--- src/rtl/serial_tx_pkg.sv ---
// serial_tx_pkg
//   Shared types and constants for the serial_tx transmitter.
//   - tx_state_t   : frame FSM states
//   - TX_*_LEVEL   : line levels for idle, start and stop bits
//   - min1_clog2() : counter width helper, never returns less than 1
//   The PARITY state is always declared; it is only reachable when
//   SERIAL_TX_PARITY_EN is defined.
package serial_tx_pkg;

    typedef enum logic [2:0] {
        IDLE,
        START,
        DATA,
        PARITY,
        STOP
    } tx_state_t;

    localparam logic TX_IDLE_LEVEL  = 1'b1;
    localparam logic TX_START_LEVEL = 1'b0;
    localparam logic TX_STOP_LEVEL  = 1'b1;

    function automatic int min1_clog2(input int n);
        int w;
        w = $clog2(n);
        return (w < 1) ? 1 : w;
    endfunction

endpackage

--- src/rtl/serial_tx_baud_tick.sv ---
// baud_tick
//   Bit-time counter. Counts 0..CLKS_PER_BIT-1 and raises tick on the
//   last count, wrapping to 0. While clear is high the counter is held
//   at 0 and tick is suppressed, so the first bit after clear lasts a
//   full CLKS_PER_BIT cycles.
//   Ports:
//     clk   in  clock, rising edge
//     reset in  asynchronous active-high reset
//     clear in  hold counter at 0
//     tick  out one-cycle pulse on the last cycle of a bit time
module baud_tick
    import serial_tx_pkg::*;
#(
    parameter int CLKS_PER_BIT = 4
) (
    input  logic clk,
    input  logic reset,
    input  logic clear,
    output logic tick
);

    localparam int               CNT_W = min1_clog2(CLKS_PER_BIT);
    localparam logic [CNT_W-1:0] LAST  = CNT_W'(CLKS_PER_BIT - 1);

    logic [CNT_W-1:0] r_cnt;

    always_ff @(posedge clk or posedge reset) begin
        if (reset) begin
            r_cnt <= '0;
        end else if (clear || (r_cnt == LAST)) begin
            r_cnt <= '0;
        end else begin
            r_cnt <= r_cnt + CNT_W'(1);
        end
    end

    assign tick = !clear && (r_cnt == LAST);

endmodule

--- src/rtl/serial_tx.sv ---
// serial_tx
//   Parallel-to-serial transmitter. Accepts a WIDTH-bit word on a
//   valid/ready handshake and sends: start bit, data LSB first,
//   optional even-parity bit, stop bit. Each bit is CLKS_PER_BIT cycles.
//   Optional feature: define SERIAL_TX_PARITY_EN to add the parity bit.
//   Ports:
//     clk      in  clock, rising edge
//     reset    in  asynchronous active-high reset
//     in_valid in  in_data valid
//     in_data  in  [WIDTH] word to send, sampled only on acceptance
//     in_ready out high only in IDLE
//     tx       out serial line (registered), idle high
//     busy     out frame in progress (registered)
//     done     out pulse on the last cycle of the stop bit
module serial_tx
    import serial_tx_pkg::*;
#(
    parameter int WIDTH        = 8,
    parameter int CLKS_PER_BIT = 4
) (
    input  logic             clk,
    input  logic             reset,
    input  logic             in_valid,
    input  logic [WIDTH-1:0] in_data,
    output logic             in_ready,
    output logic             tx,
    output logic             busy,
    output logic             done
);

    localparam int               IDX_W    = min1_clog2(WIDTH);
    localparam logic [IDX_W-1:0] IDX_LAST = IDX_W'(WIDTH - 1);

    tx_state_t        r_state, w_state_nxt;
    logic [WIDTH-1:0] r_shift, w_shift_nxt;
    logic [IDX_W-1:0] r_idx,   w_idx_nxt;
    logic             r_tx,    w_tx_nxt;
    logic             r_busy;
    logic             w_accept;
    logic             w_tick;
    logic             w_done;
`ifdef SERIAL_TX_PARITY_EN
    logic             r_par,   w_par_nxt;
`endif

    assign in_ready = (r_state == IDLE);
    assign w_accept = in_valid && in_ready;

    // Counter is held clear for the whole of IDLE, which covers the
    // acceptance cycle, so START always gets a full bit time.
    baud_tick #(
        .CLKS_PER_BIT(CLKS_PER_BIT)
    ) u_baud_tick (
        .clk   (clk),
        .reset (reset),
        .clear (in_ready),
        .tick  (w_tick)
    );

    // tx is registered: w_tx_nxt is the level that belongs to the state
    // being entered, so the line changes on the same edge as the state.
    always_comb begin
        w_state_nxt = r_state;
        w_shift_nxt = r_shift;
        w_idx_nxt   = r_idx;
        w_tx_nxt    = r_tx;
        w_done      = 1'b0;
`ifdef SERIAL_TX_PARITY_EN
        w_par_nxt   = r_par;
`endif
        case (r_state)
            IDLE: begin
                w_tx_nxt = TX_IDLE_LEVEL;
                if (w_accept) begin
                    w_state_nxt = START;
                    w_shift_nxt = in_data;
                    w_idx_nxt   = '0;
                    w_tx_nxt    = TX_START_LEVEL;
`ifdef SERIAL_TX_PARITY_EN
                    w_par_nxt   = 1'b0;
`endif
                end
            end
            START: begin
                if (w_tick) begin
                    w_state_nxt = DATA;
                    w_idx_nxt   = '0;
                    w_tx_nxt    = r_shift[0];
                end
            end
            DATA: begin
                if (w_tick) begin
                    w_shift_nxt = r_shift >> 1;
                    w_idx_nxt   = r_idx + IDX_W'(1);
`ifdef SERIAL_TX_PARITY_EN
                    // Parity accumulates each bit as it leaves the line.
                    w_par_nxt   = r_par ^ r_shift[0];
`endif
                    if (r_idx == IDX_LAST) begin
`ifdef SERIAL_TX_PARITY_EN
                        w_state_nxt = PARITY;
                        w_tx_nxt    = r_par ^ r_shift[0];
`else
                        w_state_nxt = STOP;
                        w_tx_nxt    = TX_STOP_LEVEL;
`endif
                    end else begin
                        w_tx_nxt = w_shift_nxt[0];
                    end
                end
            end
`ifdef SERIAL_TX_PARITY_EN
            PARITY: begin
                if (w_tick) begin
                    w_state_nxt = STOP;
                    w_tx_nxt    = TX_STOP_LEVEL;
                end
            end
`endif
            STOP: begin
                if (w_tick) begin
                    w_state_nxt = IDLE;
                    w_tx_nxt    = TX_IDLE_LEVEL;
                    w_done      = 1'b1;
                end
            end
            default: begin
                w_state_nxt = IDLE;
                w_tx_nxt    = TX_IDLE_LEVEL;
            end
        endcase
    end

    always_ff @(posedge clk or posedge reset) begin
        if (reset) begin
            r_state <= IDLE;
            r_shift <= '0;
            r_idx   <= '0;
            r_tx    <= TX_IDLE_LEVEL;
            r_busy  <= 1'b0;
`ifdef SERIAL_TX_PARITY_EN
            r_par   <= 1'b0;
`endif
        end else begin
            r_state <= w_state_nxt;
            r_shift <= w_shift_nxt;
            r_idx   <= w_idx_nxt;
            r_tx    <= w_tx_nxt;
            r_busy  <= (w_state_nxt != IDLE);
`ifdef SERIAL_TX_PARITY_EN
            r_par   <= w_par_nxt;
`endif
        end
    end

    assign tx   = r_tx;
    assign busy = r_busy;
    assign done = w_done;

endmodule

--- config.mk ---
export PLATFORM = sky130hd
export DESIGN_NAME = serial_tx
export DESIGN_NICKNAME = d
export VERILOG_FILES = /design/src/rtl/serial_tx_pkg.sv /design/src/rtl/serial_tx_baud_tick.sv /design/src/rtl/serial_tx.sv
export SDC_FILE = /design/constraint.sdc
export NUM_CORES = 1
export LEC_CHECK = 0
export CAP_MARGIN = 20
export CORE_ASPECT_RATIO = 0.75
export CORE_UTILIZATION = 55
export DETAILED_ROUTE_END_ITERATION = 16
export MAX_ROUTING_LAYER = met4
export PLACE_DENSITY = 0.86
export SLEW_MARGIN = 20
export SYNTH_ARGS = -nofsm -noshare
export SYNTH_HDL_FRONTEND = slang
export SYNTH_SLANG_ARGS = --single-unit
--- constraint.sdc ---
create_clock -name clk -period 3 [get_ports clk]
set_input_delay 0.6 -clock clk [delete_from_list [all_inputs] [get_ports clk]]
set_output_delay 0.6 -clock clk [all_outputs]
set_load 0.005 [all_outputs]
Yosys cells after proc, flatten, opt, wreduce, memory -nomap -nowiden
Index checks and enable logic that the tools add are counted.
- register bits after elaboration: 18
- output and inout port bits: 4
- logic and storage cells: 50
- add/sub/neg operators: 2
- equality and inequality tests: 9
- multiplexer cells: 22
- reduce and logical (&&, ||, !) cells: 11
- operators by type and width (cell ; count):
    $mux 3 ; 8
    $mux 8 ; 2
    $pmux 8 s2 ; 1
    $pmux 3 s4 ; 1
    $pmux 3 s3 ; 1
    $ne 2x1->1 const B ; 4
    $mux 1 ; 7
    $eq 3x3->1 const B ; 2
    $reduce_and 3->1 ; 2
    $reduce_bool 3->1 ; 2
    $pmux 1 s4 ; 1
    $reduce_and 4->1 ; 1
    $add 3x1->3 const B ; 1
    $eq 3x1->1 const B ; 1
    $eq 3x2->1 const B ; 1
    $logic_not 3->1 ; 1
    $add 2x1->2 const B ; 1
    $eq 2x2->1 const B ; 1
    $logic_and 1x1->1 ; 2
    $mux 2 ; 1
    $reduce_bool 2->1 ; 1
    $logic_not 1->1 ; 1
    $logic_or 1x1->1 ; 1

Longest topological paths before layout
Gate-level depths: netlist of run 1.
- word-level depth: 6
- depth in mapped cells: 5
- depth with buffers taken out: 5

Modules after synthesis
From an unflattened synthesis of run 1, not the netlist that was laid out.
- cell total of the unflattened synthesis: 91
- area total of the unflattened synthesis: 1046.0 um^2
- by module, submodules not included (module ; instances ; cells an instance ; area each (um^2)):
    serial_tx ; 1 ; 84 ; 948.4
    baud_tick ; 1 ; 7 ; 97.6

Least setup slack after synthesis of run 1
Ideal clock, no wire load.
- path kind: reg2out
- start point: register r_state[2]
- end point: output port done
- data arrival time: 987 ps
- data required time: 2400 ps
- slack: 1413 ps
- stages on the path, launching flop included: 5
- path buffers: 2
- cells stage by stage: dfrtp_1 buf_6 buf_2 inv_1 nor4_1
- word-level cells in the longest chain between the ends: 5
- elaborated cells on any way between the ends: 6
- classes of those cells: eq/ne (1); mux (2); reduce/logical (3)
- ends and longest elaborated chain (element ; RTL line ; source):
    start, declared ; serial_tx.sv:34 ; tx_state_t r_state, w_state_nxt;
    start signal, assigned ; serial_tx.sv:145 ; r_state <= w_state_nxt;
    $logic_not 3->1 ; serial_tx.sv:46 ; assign in_ready = (r_state == IDLE);
    $logic_not 1->1 ; serial_tx_baud_tick.sv:37 ; assign tick = !clear && (r_cnt == LAST);
    $logic_and 1x1->1 ; serial_tx_baud_tick.sv:37 ;
    $mux 1 ; serial_tx.sv:121 ; if (w_tick) begin
    $mux 1 (*) ; serial_tx.sv:71 ; case (r_state)
    end, declared ; serial_tx.sv:28 ; output logic done
Every way passes the cells marked *; elsewhere a longest branch is shown, timed or not.

Worst setup path in the final report of run 1
Same ends and word-level chain as after synthesis.

==> summary.md, run 1 <==
| Metric | Value |
|---|---|
| Endpoint type of the worst setup path | primary output |
| Register area share after synthesis | a little under half |
| Final Max Tran Viols | 0 |
| FMAX | between 0.3 and 0.4 GHz |
| TritonCTS clock tree | yes |
| Post-synth ARST share | 100.0% |
| Commonest cells post-synth | 17 x dfrtp_1, 15 x mux2_2, 7 x inv_1 |
| Crit start category | flop |
| # resized after CTS | 0 |
| Gr ovfl total | 0 |
| Tightest Hold Check Type | reg -> reg |
| Count leader, synth | dfrtp_1 |
| Status | finished, final reports clean |
| RSZ-0062 raised after global routing | no |
| Mapped Area | about 990 sq um |
| Wire length per cell | around 16 microns |
| DRC | 0 |
| Final Hold Viols | 0 |
| Routability cong. | approximately 0.9 |
| Register bit count reported by yosys | 18 |
| Die extent in y | approximately 39 microns |
| EDFF count, synth | 0 |
| Total GRT Usage | between 20% and 30% |
| Final WL | 1906 microns |
| First-pass GRT wire length | around 3200 microns |
| Clock slew seen by the registers of the worst setup and hold paths | roughly 0.10 ns |
| Setup TNS | 0 ns |
| Largest net degree at the start of global routing | 19 |
| Crit path arrival time | 2.06 ns |
| Total power | 0.0009557 W |
| Place WS | 0.6859 ns |
| Vias in the first global route | ~680 |
| Mapped Cells | 87 |
| Final net count | 115 |
| Postcts setup bufs | 0 |
| Final WS setup | roughly 0.34 ns |
| Mean Syn Cell Area | about 11 sq um |
| MaxCap Viol Count | 0 |
| Rel. slew slack | approximately 55% |
| Final cell count without fillers | ~120 |
| Clk buf depth | 2 |
| Die width | 50.98 microns |
| Clock latency on the worst-skew pair | just under 0.3 ns |
| Synth area leaders | dfrtp_1 43%, mux2_2 17%, ha_1 3.8% |
| Crit-path max FO | 14 |
| Hold Slack | ~0.44 ns |
| Yosys warnings | 0 |
| Core ar. | 1577 sq um |
| CP required | between 2 and 2.5 ns |
| Clock Sinks | 18 |
| Drt pass-1 iters | 4 |
| Final antenna-violating net count | 0 |
| Reg2reg start | r_state[0] |
| Fraction of layout cells with a size suffix above 1 | between 20% and 30% |
| DP Wirelength | about 1500 microns |
| Max VDD drop | between 0.0005 and 0.0006 V |
| # diodes | 0 |
| Area share of the largest cell type after synthesis | a little over two fifths |
| Area of the die | slightly below 2000 sq um |
| R2R setup slack | 1.15 ns |
| Vias | just under 700 |
| Initial antenna violation count | 0 |
| Hold path depth | 1 |
| CTS H-tree lvls | 1 |
| PwrDens | 823.1 nW/um^2 |
| Row count | 12 |
| Cell taking the most area after synthesis | dfrtp_1 |
| Worst-case reg-to-reg path depth | 3 |
| Post-synth top flop | dfrtp_1 |
| DRT iter0 DRCs | 15 |
| Vias per inst | ~5.7 |
| Reg2reg end | r_shift[5] |
| Clock root buffer | clkbuf_4 |
| Fin crit share | 88.57% |
| I/O pins | 15 |
| Placed insts | about 120 |
| Area growth syn-to-layout | 17.32% |
| Setup violators final | 0 |
| Hold path startpoint | u_baud_tick.r_cnt[0] |
| Synth cell types | 31 |
| Port Buffer Count | 14 |
| Post-route clock skew | around 0.0084 ns |
| Hold path endpoint | u_baud_tick.r_cnt[0] |
| Minimum clock period | 2.657 ns |
| Initial Util | a little over three fifths |
| Syn Nets | slightly above 100 |
| Leak | 0.4843 nW |
| Fillcell total | 116 |
| Cts bufs inserted | 3 |
| CTS Hold Bufs | 0 |
| Worst Max-Slew Pin Slew | just under 0.7 ns |
| Critical path type | reg -> out |
## metal layers
layer	wire, microns	global-route usage (%)
met1	939	31.44
met2	910	40.13
met3	56	7.059
met4	0	6.250
met5	0	-
## state kept, by name, summed over array words and instances, names as in the netlist
signal and count:
r_shift 8, r_idx 3, r_state 3, u_baud_tick.r_cnt 2
busy 1, tx 1
## cell usage in the layout, fill, tap and decap left out, types with 2 or more instances in the layout
cell type,n
mux2_2,15
clkbuf_4,3
a31oi_1,2
o21ai_0,5
ha_1,3
and2_1,2
nor2_1,5
dfrtp_1,17
nor3_1,2
a32oi_1,3
inv_1,7
nand2_1,2
mux2i_1,2
clkdlybuf4s50_1,14
## cell type report
type	count	area [sq um]	area share, %
Clock buffer	4	36.28	3.125
Inverter	7	26.28	2.263
Multi-Input combinational cell	57	480.5	41.38
Sequential cell	18	451.7	38.90
Tap cell	21	26.28	2.263
Timing Repair Buffer	14	140.1	12.07
## how the worst max path moves through the flow
stage	from	end	slack, ns	cells after the start
6_report	r_state[2]	done	0.34	3
5_1_grt	r_state[2]	done	0.22	3
3_5_place_dp	r_state[2]	done	0.69	3
2_1_floorplan	r_state[2]	done	1.41	4
3_3_place_gp	r_state[2]	done	0.83	3
4_1_cts	r_state[2]	done	0.35	3
## critical path, cell delays in order (launching register included)
cell and delay, ns:
dfrtp_1 0.68, inv_1 0.15, nor4_1 0.36, clkdlybuf4s50_1 0.57
## report_power, final
part	switching [W]	internal (W)
clock network	0.0000736	0.0000740
registers	0.0000981	0.000346
logic	0.000151	0.000213
total	0.000322	0.000633
## stage by stage
step                area (sq um)  util, %
floorplan                  989.7        -
global placement            1125    71.35
detailed placement          1125    71.35
CTS                         1161    73.65
global route                1161    73.65
finish                      1161    73.65
## cells by family (layout without fill, tap and decap cells)
kind of cell | Yosys count | after routing | synth area share, %
flops | 18 | 18 | 45.64
xor+xnor | 1 | 1 | 0.8851
fa+ha+maj | 3 | 3 | 3.793
compound gates | 16 | 16 | 11.13
simple gates | 20 | 20 | 13.66
mux | 17 | 17 | 19.09
buf+inv | 12 | 25 | 5.816
Power figures use the tool's default switching activity.
==> run 2: changes to the inputs <==
Settings changed: CORE_ASPECT_RATIO 0.75 to unset.
==> summary.md, run 2 (synthesized netlist as in run 1, its figures left out) <==
| Metric | Value |
|---|---|
| Status | finished, final reports clean |
| Clock power frac | 15.8% (+0.4 points) |
| TritonCTS clock tree | yes |
| Final Hold Viols | 0 (unchanged) |
| Sw Pwr | 0.0003181 W (-1.4%) |
| Tightest Hold Check Type | reg -> reg |
| Cts bufs inserted | 3 (unchanged) |
| Gr ovfl total | 0 (unchanged) |
| Critical path type | reg -> out |
| Fillcell total | 114 (-1.7%) |
| Rel. slew slack | 53.23% (-1.3 points) |
| Initial antenna violation count | 0 (unchanged) |
| Leak | 0.4843 nW (unchanged) |
| Drt pass-1 iters | 4 (unchanged) |
| Worst path slowest cell | clkdlybuf4s50_1 |
| CP required | 2.40 ns (about the same) |
| FMAX | 0.3905 GHz (+3.8%) |
| Setup TNS | 0 ns (unchanged) |
| I/O pins | 15 (unchanged) |
| Row count | 14 (+2) |
| Dpl cell area | 1129 sq um (+0.33%) |
| Vias | 710 (+2.9%) |
| Minimum clock period | 2.561 ns (-0.09647 ns) |
| Post-route clock skew | 0.001624 ns (-0.006777 ns) |
| Die extent in y | 44.42 microns (+15%) |
| Postcts setup bufs | 0 (unchanged) |
| Initial Util | 62.09% (-0.69 points) |
| Commonest non-fill, non-tap cells in the layout | 17 x dfrtp_1, 15 x mux2_2, 14 x clkdlybuf4s50_1 |
| Core ar. | 1594 sq um (+1.1%) |
| Routability cong. | 0.8208 (-7.5%) |
| Fraction of layout cells with a size suffix above 1 | 24.00% (unchanged) |
| CTS H-tree lvls | 1 (unchanged) |
| Clock root buffer | clkbuf_4 |
| Max VDD drop | 0.0005487 V (about the same) |
| Final net count | 115 (unchanged) |
| Setup violators final | 0 (unchanged) |
| Port Buffer Count | 14 (unchanged) |
| CTS Hold Bufs | 0 (unchanged) |
| Top flop regs | r_shift (8), r_idx (3), r_state (3) |
| Wire length per cell | 14.44 microns (-8.3%) |
| Fin crit share | 85.35% (-3.2 points) |
| Crit start category | flop |
| # diodes | 0 (unchanged) |
| Clk buf depth | 2 (unchanged) |
| Finished Cell Area | 1165 sq um (+0.32%) |
| Largest net degree at the start of global routing | 19 (unchanged) |
| Gate power share | 37.7% (-0.4 points) |
| Worst Max-Slew Pin Slew | 0.7008 ns (+0.01994 ns) |
| Largest register FFs | 8 (unchanged) |
| Top Family by Delay on Critical Path | buffers and inverters |
| Clock latency on the worst-skew pair | 0.30 ns (about the same) |
| CP max stage delay | 0.55 ns (-0.13 ns) |
| Top reg by flops | r_shift |
| Worst path bufs/invs | 2 (unchanged) |
| DRT iter0 DRCs | 6 (-9) |
| Endpoint type of the worst setup path | primary output |
| DP Wirelength | 1280 microns (-12%) |
| Commonest non-fill, non-tap cell in the layout | dfrtp_1 |
| First-pass GRT wire length | 3139 microns (-3.2%) |
| Clock Sinks | 18 (unchanged) |
| RSZ-0062 raised after global routing | no |
| Area of the die | 1973 sq um (about the same) |
| Critical-path cell list | ha_1 -> inv_1 -> nor4_1 -> clkdlybuf4s50_1 |
| Final antenna-violating net count | 0 (unchanged) |
| Final Max Tran Viols | 0 (unchanged) |
| Vias in the first global route | 711 (+5.2%) |
| Crit path arrival time | 1.96 ns (-0.10 ns) |
| Internal | 0.0006322 W (-0.17%) |
| PwrDens | 815.8 nW/um^2 (-0.89%) |
| Reg power frac | 46.5% (about the same) |
| Total GRT Usage | 22.93% (-2.0 points) |
| Final WL | 1791 microns (-6.0%) |
| DRC | 0 (unchanged) |
| Vias per inst | 5.726 (+0.41%) |
| MaxCap Viol Count | 0 (unchanged) |
| Crit-path max FO | 10 (-4) |
| # resized after CTS | 0 (unchanged) |
| Area growth syn-to-layout | 17.70% |
| Switching Share | 33.48% (-0.27 points) |
| Die width | 44.42 microns (-13%) |
| Clock slew seen by the registers of the worst setup and hold paths | 0.10 ns (about the same) |
==> run 2: cell counts in the layout (fill, tap and decap cells not counted) <==
Identical to the previous run, type by type.
==> run 2: stage by stage <==
step,utilization (%),hold WS (ns),setup slack (ns),total power (W),instances
after global routing,73.08,0.4815,0.2941,0.001019,124
after floorplan,-,0.4150,1.413,0.0006933,87
after detailed placement,70.80,0.4473,0.7634,0.0008053,120
after global placement,70.80,0.4248,0.8522,0.0007809,120
final,73.08,0.4530,0.4394,0.0009503,124
after CTS,73.08,0.4619,0.4179,0.0009586,124
==> run 2: layout make-up <==
| class | count | area [sq um] | area share (%) |
|---|---|---|---|
| Clock buffer | 4 | 36.28 | 3.115 |
| Inverter | 7 | 26.28 | 2.256 |
| Multi-Input combinational cell | 57 | 480.5 | 41.25 |
| Sequential cell | 18 | 451.7 | 38.78 |
| Tap cell | 24 | 30.03 | 2.578 |
| Timing Repair Buffer | 14 | 140.1 | 12.03 |
==> run 2: worst register-to-register path: stages (launching register included) <==
cell	delay, ns
dfrtp_1	0.60
nor3b_4	0.46
mux2_2	0.38
mux2_2	0.26
==> run 2: power groups by stage <==
stage          Clock [W]  Combinational (W)  Sequential [W]
3_5_place_dp           0           0.000359        0.000447
6_report        0.000150           0.000358        0.000442
5_1_grt         0.000162           0.000401        0.000456
4_1_cts         0.000154           0.000362        0.000443
3_3_place_gp           0           0.000344        0.000437
2_1_floorplan          0           0.000293        0.000401
==> run 2: routing by layer <==
layer	share of wire, %	global-route usage (%)	vias up
met4	1.3	9.091	0
li1	-	-	342
met5	0	-	-
met2	51	37.35	24
met3	4.1	2.449	3
met1	44	29.33	341
==> run 2: worst paths after layout <==
check / start / to / slack (ns) / cells past startpoint
setup reg to reg: r_state[1] / r_shift[3] / 1.19 / 3
min in group asynchronous: reset / r_shift[6] / 0.70 / 2
hold / removal: u_baud_tick.r_cnt[0] / u_baud_tick.r_cnt[0] / 0.45 / 1
setup / recovery: u_baud_tick.r_cnt[0] / done / 0.44 / 4
max in group asynchronous: reset / u_baud_tick.r_cnt[0] / 1.86 / 2
hold reg to reg: u_baud_tick.r_cnt[0] / u_baud_tick.r_cnt[0] / 0.45 / 1
